**src/rtl/fifo_word_reader.sv**
```systemverilog
// Purpose : drains the 4-deep 1-bit fifo and packs popped bits (LSB first) into WIDTH-bit words.
// Latency : a popped bit lands in the shift register 1 cycle after its pop edge; the word is valid 1 cycle after the last pop.
// Backpr. : while a finished word waits for word_ready, no pops are issued, so the fifo absorbs the stall.
//
// Ports:
//   clk, reset              rising-edge clock, asynchronous active-high reset
//   fifo_size, fifo_p       fifo non-empty flag and fifo head / last-popped bit
//   fifo_pop, fifo_clear    combinational pop and clear requests to the fifo
//   flush                   synchronous abort: drop the partial or held word and clear the fifo
//   word, word_valid        assembled word and its valid flag (valid/ready handshake)
//   word_ready              downstream accepts the word when valid & ready at posedge
//   bit_count               bits collected so far in the current word
//   timeout_err             one-cycle pulse when a stalled partial word is abandoned
module fifo_word_reader #(
  parameter int WIDTH   = 8,
  parameter int TIMEOUT = 15
) (
  input  logic                       clk,
  input  logic                       reset,
  input  logic                       fifo_size,
  input  logic                       fifo_p,
  output logic                       fifo_pop,
  output logic                       fifo_clear,
  input  logic                       flush,
  output logic [WIDTH-1:0]           word,
  output logic                       word_valid,
  input  logic                       word_ready,
  output logic [$clog2(WIDTH+1)-1:0] bit_count,
  output logic                       timeout_err
);

  localparam int CW = $clog2(WIDTH + 1);
  localparam int IW = $clog2(TIMEOUT + 1);

  localparam logic [CW-1:0] CNT_FULL  = CW'(WIDTH);
  localparam logic [IW-1:0] IDLE_LAST = IW'(TIMEOUT - 1);
  localparam logic [IW-1:0] IDLE_MAX  = IW'(TIMEOUT);

  // CLR empties the fifo (it has no reset of its own), REQ pops when a bit
  // is available, CAP samples the popped bit, HOLD waits for word_ready.
  typedef enum logic [1:0] {
    CLR  = 2'd0,
    REQ  = 2'd1,
    CAP  = 2'd2,
    HOLD = 2'd3
  } state_t;

  state_t            state, state_nxt;
  logic [WIDTH-1:0]  shift_q, shift_nxt;
  logic [WIDTH-1:0]  word_nxt;
  logic              valid_nxt;
  logic [CW-1:0]     cnt_nxt;
  logic [IW-1:0]     idle_q, idle_nxt;
  logic              err_nxt;

  always_ff @(posedge clk or posedge reset) begin
    if (reset) begin
      state       <= CLR;
      shift_q     <= '0;
      word        <= '0;
      word_valid  <= 1'b0;
      bit_count   <= '0;
      idle_q      <= '0;
      timeout_err <= 1'b0;
    end else begin
      state       <= state_nxt;
      shift_q     <= shift_nxt;
      word        <= word_nxt;
      word_valid  <= valid_nxt;
      bit_count   <= cnt_nxt;
      idle_q      <= idle_nxt;
      timeout_err <= err_nxt;
    end
  end

  always_comb begin
    state_nxt  = state;
    shift_nxt  = shift_q;
    word_nxt   = word;
    valid_nxt  = word_valid;
    cnt_nxt    = bit_count;
    idle_nxt   = idle_q;
    err_nxt    = 1'b0;
    fifo_pop   = 1'b0;
    fifo_clear = 1'b0;

    if (flush && state != CLR) begin
      // Clear now and again in CLR; a held word is dropped, not delivered.
      fifo_clear = 1'b1;
      valid_nxt  = 1'b0;
      state_nxt  = CLR;
    end else begin
      case (state)
        CLR: begin
          fifo_clear = 1'b1;
          shift_nxt  = '0;
          cnt_nxt    = '0;
          idle_nxt   = '0;
          state_nxt  = REQ;
        end

        REQ: begin
          if (fifo_size) begin
            // An arriving bit beats a timeout landing in the same cycle.
            fifo_pop  = 1'b1;
            idle_nxt  = '0;
            state_nxt = CAP;
          end else if (bit_count != '0) begin
            if (idle_q >= IDLE_LAST) begin
              idle_nxt  = IDLE_MAX;
              err_nxt   = 1'b1;
              state_nxt = CLR;
            end else begin
              idle_nxt = idle_q + 1'b1;
            end
          end else begin
            idle_nxt = '0;
          end
        end

        CAP: begin
          // The fifo updated P on the pop edge, so fifo_p is the popped bit.
          for (int i = 0; i < WIDTH; i++) begin
            if (bit_count == CW'(i)) begin
              shift_nxt[i] = fifo_p;
            end
          end
          cnt_nxt = bit_count + 1'b1;
          if (cnt_nxt == CNT_FULL) begin
            word_nxt  = shift_nxt;
            valid_nxt = 1'b1;
            cnt_nxt   = '0;
            state_nxt = HOLD;
          end else begin
            state_nxt = REQ;
          end
        end

        HOLD: begin
          if (word_ready) begin
            valid_nxt = 1'b0;
            state_nxt = REQ;
          end
        end

        default: state_nxt = CLR;
      endcase
    end
  end

endmodule
```
**config.mk**
```make
export PLATFORM = sky130hd
export DESIGN_NAME = fifo_word_reader
export DESIGN_NICKNAME = d
export VERILOG_FILES = /design/src/rtl/fifo_word_reader.sv
export SDC_FILE = /design/constraint.sdc
export NUM_CORES = 1
export LEC_CHECK = 0
export CAP_MARGIN = 40
export CORE_UTILIZATION = 25
export DETAILED_ROUTE_END_ITERATION = 8
export PLACE_DENSITY_LB_ADDON = 0.12
export SLEW_MARGIN = 5
export SYNTH_ARGS = -nofsm -noshare
export SYNTH_HDL_FRONTEND = slang
export SYNTH_SLANG_ARGS = --single-unit
```
**constraint.sdc**
```tcl
create_clock -name clk -period 1.9 [get_ports clk]
set_input_delay 0.38 -clock clk [delete_from_list [all_inputs] [get_ports clk]]
set_output_delay 0.38 -clock clk [all_outputs]
set_load 0.02 [all_outputs]
```
[Yosys cells after proc, flatten, opt, wreduce, memory -nomap -nowiden]
Cells that the tools add are included.
Cells by class
  add/sub/neg operators: 2
  bitwise gates (word level): 1
  eq/ne operators: 15
  multiplexer cells: 36
  reductions and logical operators: 13
  magnitude comparators: 1
Operators by type and width (count)
  $mux W1: 21
  $eq A4 B3 Y1 const B: 4
  $mux W4: 4
  $pmux W4 S2: 2
  $pmux W8 S2: 1
  $mux W2: 6
  $reduce_and A3 Y1: 3
  $add A4 B1 Y4 const B: 2
  $eq A4 B2 Y1 const B: 2
  $ne A4 B4 Y1 const B: 2
  $pmux W2 S4: 1
  $ne A3 B3 Y1 const B: 2
  $reduce_bool A2 Y1: 3
  $eq A2 B2 Y1 const B: 2
  $eq A4 B1 Y1 const B: 1
  $eq A4 B4 Y1 const B: 1
  $ge A4 B4 Y1 const B: 1
  $logic_not A4 Y1: 1
  $reduce_and A2 Y1: 2
  $reduce_bool A4 Y1: 1
  $reduce_bool A3 Y1: 1
  $eq A2 B1 Y1 const B: 1
  $logic_not A2 Y1: 1
  $pmux W1 S2: 1
  other kinds (2): 2
Word-level totals
  logic and storage cells: 75
  register bits after elaboration: 28
  output and inout bits: 16

[Logic depth before layout (Yosys ltp)]
  word-level depth: 6
  depth in mapped cells: 7
  depth with buffers taken out: 6

[Least setup slack after synthesis]
Ideal clock, no wire load.
  path type: flip-flop to flip-flop
  start point: register bit_count[0]
  end point: register idle_q[2]
  buffers on the path: 1
  path slack: 0.031 ns
  clock period less this slack: 1.869 ns
  arrival: 1.748 ns
  stages on the path, launching flop included: 8
  data required time: 1.779 ns
  library setup time: 0.121 ns
  cell sequence: dfrtp_1 inv_1 ha_1 or3b_1 buf_2 nor4b_4 a21o_1 a22o_1
On the way
  cells in the longest elaborated chain, start to end: 4
RTL lines
  from (decl): RTL line 28  | output logic [$clog2(WIDTH+1)-1:0] bit_count,
  from (signal assigned): RTL line 70  | bit_count <= cnt_nxt;
  $reduce_bool A4 Y1: RTL line 108  | end else if (bit_count != '0) begin
  $mux W4: RTL line 108
  $mux W4: RTL line 103  | if (fifo_size) begin
  $pmux W4 S2: RTL line 93  | case (state)
  to (signal assigned): RTL line 71  | idle_q <= idle_nxt;
  to (decl): RTL line 53  | logic [IW-1:0] idle_q, idle_nxt;
Every way passes these cells.
A chain may end at the register's enable or synchronous reset.

[Worst setup path after layout]
  start point: register state[1]
  end point: register state[1]
On the way
  cells in the longest elaborated chain, start to end: 4
  elaborated cells on any way between the ends: 12
  those cells by class: 6 x eq/ne; 2 x mux; 4 x reduce/logical
RTL lines
  from (decl): RTL line 48  | state_t state, state_nxt;
  from (signal assigned): RTL line 66  | state <= state_nxt;
  $reduce_bool A2 Y1: RTL line 87  | if (flush && state != CLR) begin
  $logic_and A1 B1 Y1: RTL line 87
  $ne A4 B4 Y1 (no line) / $ne A3 B3 Y1 (equally long branches)
  $reduce_and A3 Y1 (no line)
Several ways; a longest one is shown, not always the timed one.

==> results.toml <==
[outcome]
status = "complete, no violations"

[floorplanning]
rows = 28
ios = 22
die-area_sq_um = 6670
floorplan.die.width_um = 81.7
design.core.area_sq_um = 6030
die_y_um = 81.7
start_util_pct = 26.3

[worst_setup_path]
crit_path_end_kind = "flip-flop"
arrival_ps = 2010
crit_type = "reg -> reg"
required_ps = 2060
r2r-end = "state[1]"
cp_max_fo = 4
setup.worst_path.start_class = "flip-flop"
r2r_cells = 6
rr_startpoint = "state[1]"
r2r_slack_ps = 50

[power_and_ir_drop]
p_leak_nw = 0.984
seqPwrFrac_pct = 32.0
p_total_mw = 2.08
combPwrFrac_pct = 49.9
netSwitchingFraction_pct = 36.5
p_int_mw = 1.32
p_switching_mw = 0.761
pwr-share-clk_pct = 18.2
powerDensity_nw_per_um2 = 970
irDropWorstVdd_uv = 515

[logic_synthesis]
synth_common_cells = "dfrtp_1 (28), nand2_1 (21), inv_1 (19), a21oi_1 (16), o21ai_0 (13)"
ys_seq_area_share_pct = 44.1
yosys-top-cells-area = "dfrtp_1 (44%), ha_1 (7.9%), mux2i_1 (5.7%)"
synth_top_area_share_pct = 44.1
yosys_warnings = 0
yosysMostFrequentCell = "dfrtp_1"
synth_area_leader_cell = "dfrtp_1"
syn_avg_cell_area_sq_um = 9.68
synth-edff-count = 0
async_flop_share_pct = 100
synth.distinct_cells = 38
synth_fp_nets = 180
synth_area_sq_um = 1590
ys_ff_latch = 28
syn-instance-count = 164
ys.flop_type = "dfrtp_1"

[timing]
slew_headroom_pct = 74.8
max_freq_mhz = 539
tightest_slew_ps = 378
whs_ps = 473
rsz0062_at_grt = "no"
slew_violations = 0
finalSetupViolations = 0
min_period_ps = 1850
skew_ps = 8.51
final_min_period_over_clock_period_pct = 97.6
hold_viol_final = 0

[layout]
areaGrowthSynthToFinish_pct = 35.2
diodes = 0
multi_input_area_sq_um = 821
fill_cells = 648
regArea_sq_um = 701
finalNetCount = 226
final_layout_size_suffix_gt1_share_pct = 22.0

[global_route]
grt_max_degree = 29
antenna_found_initial = 0
grt_pass1_vias = 1253
grt_use_total_pct = 11.9
grt-ovfl-total = 0
grt_pass1_wl_mm = 6.08

[detailed_routing]
vias = 1306
drt-vias-per-instance = 4.60
first_iter_violations = 47
wl_per_cell_um = 12.9
drt_wl_total_mm = 3.66
drcViolationCount = 0
ant_nets = 0
firstDrtPassIters = 4

[cts]
clkTransAtPathRegs_ps = 100
cts-root-buf = "clkbuf_8"
clock_sinks = 28
clkLatencyLatePin_ps = 270
cts-htree-levels = 1
cts_hold_buf = 0
clk_path_buf_depth = 2
cts_tree = "built"
cts_made_buffers = 3

[flow_run]
drv_cap = 0

[worst_hold_path]
hold_class = "in -> async"

[placement]
gp_congestion = 0.843
place_hpwl_mm = 2.75
portBuffers = 21
cell type report:
cell class                 count  area share (%)
tap                           75            4.37
clock buffer                   4            2.56
multi-input combinational    112            38.2
timing repair buffer          46            18.9
inverter                      19            3.32
sequential                    28            32.6
metal layers:
metal,global-route usage [%],up-vias,wire [um]
met5,0,-,0
met4,3.16,0,31
met3,1.33,4,99
met2,18.7,18,1670
met1,17.2,617,1860
li1,-,667,-
sequential cells by signal (all words and copies together), names as in the netlist:
name         count
bit_count        4
idle_q           4
shift_q          8
state            2
timeout_err      1
word             8
word_valid       1
power groups by stage:
| stage | Combinational, mW | Clock, mW | Sequential (mW) |
|---|---|---|---|
| final | 1.04 | 0.378 | 0.666 |
| after global routing | 1.16 | 0.417 | 0.672 |
| after CTS | 1.02 | 0.396 | 0.665 |
| after detailed placement | 1.00 | 0 | 0.677 |
| after global placement | 0.988 | 0 | 0.674 |
| after floorplan | 0.553 | 0 | 0.714 |
worst max-delay path by stage:
| stage | slack, ps | to | startpoint | depth (start not counted) |
|---|---|---|---|---|
| after global routing | 8 | state[1] | idle_q[0] | 6 |
| after CTS | 20 | state[1] | state[0] | 6 |
| after global placement | -160 | fifo_pop | flush | 4 |
| final | 50 | state[1] | state[1] | 6 |
| after detailed placement | -170 | fifo_pop | flush | 4 |
| after floorplan | 30 | idle_q[2] | bit_count[0] | 7 |
metrics by stage:
stage	setup slack (ps)	utilization, %	cell area (sq um)	std cells	setup TNS, ps
after floorplan	30.6	-	1590	164	0
after global placement	-165	34.1	2050	278	-378
after detailed placement	-173	34.1	2050	278	-648
after CTS	23.4	35.2	2120	282	0
after global routing	7.53	35.6	2150	284	0
final	45.9	35.6	2150	284	0
logic make-up (layout without fill, tap and decap cells):
logic type	count (synthesis)	count (layout)	share of synthesized area, %
compound gates	52	52	21.2
fa+ha+maj	10	10	7.88
buf+inv	24	69	5.91
flops	28	28	44.1
mux	11	11	7.09
simple gates	39	39	13.8
critical path: stages, from the launching register on:
cell and delay, ps:
dfrtp_1 400, inv_2 80, ha_4 140, and2b_4 180, buf_4 150, o41ai_4 400, mux2_2 390
cells in the final DEF (no fill, tap or decap), types with 2 or more instances in the layout:
cell	count
a22o_1	2
dfrtp_1	28
inv_1	17
inv_2	2
o22ai_1	8
o211ai_1	2
mux2_2	2
nand2_1	21
buf_4	24
a22o_2	2
clkdlybuf4s50_1	19
o21ai_0	13
nor2_1	4
mux2i_1	9
ha_1	9
clkbuf_8	4
a21oi_1	15
repair_timing:
| action | 4_1_cts | 5_1_grt |
|---|---|---|
| setup buffers | 0 | 2 |
| pin swaps | 0 | 3 |
| resized for setup | 8 | 4 |
| endpoints found under the setup margin | 3 | 2 |
(Power assumes the default switching activity.)
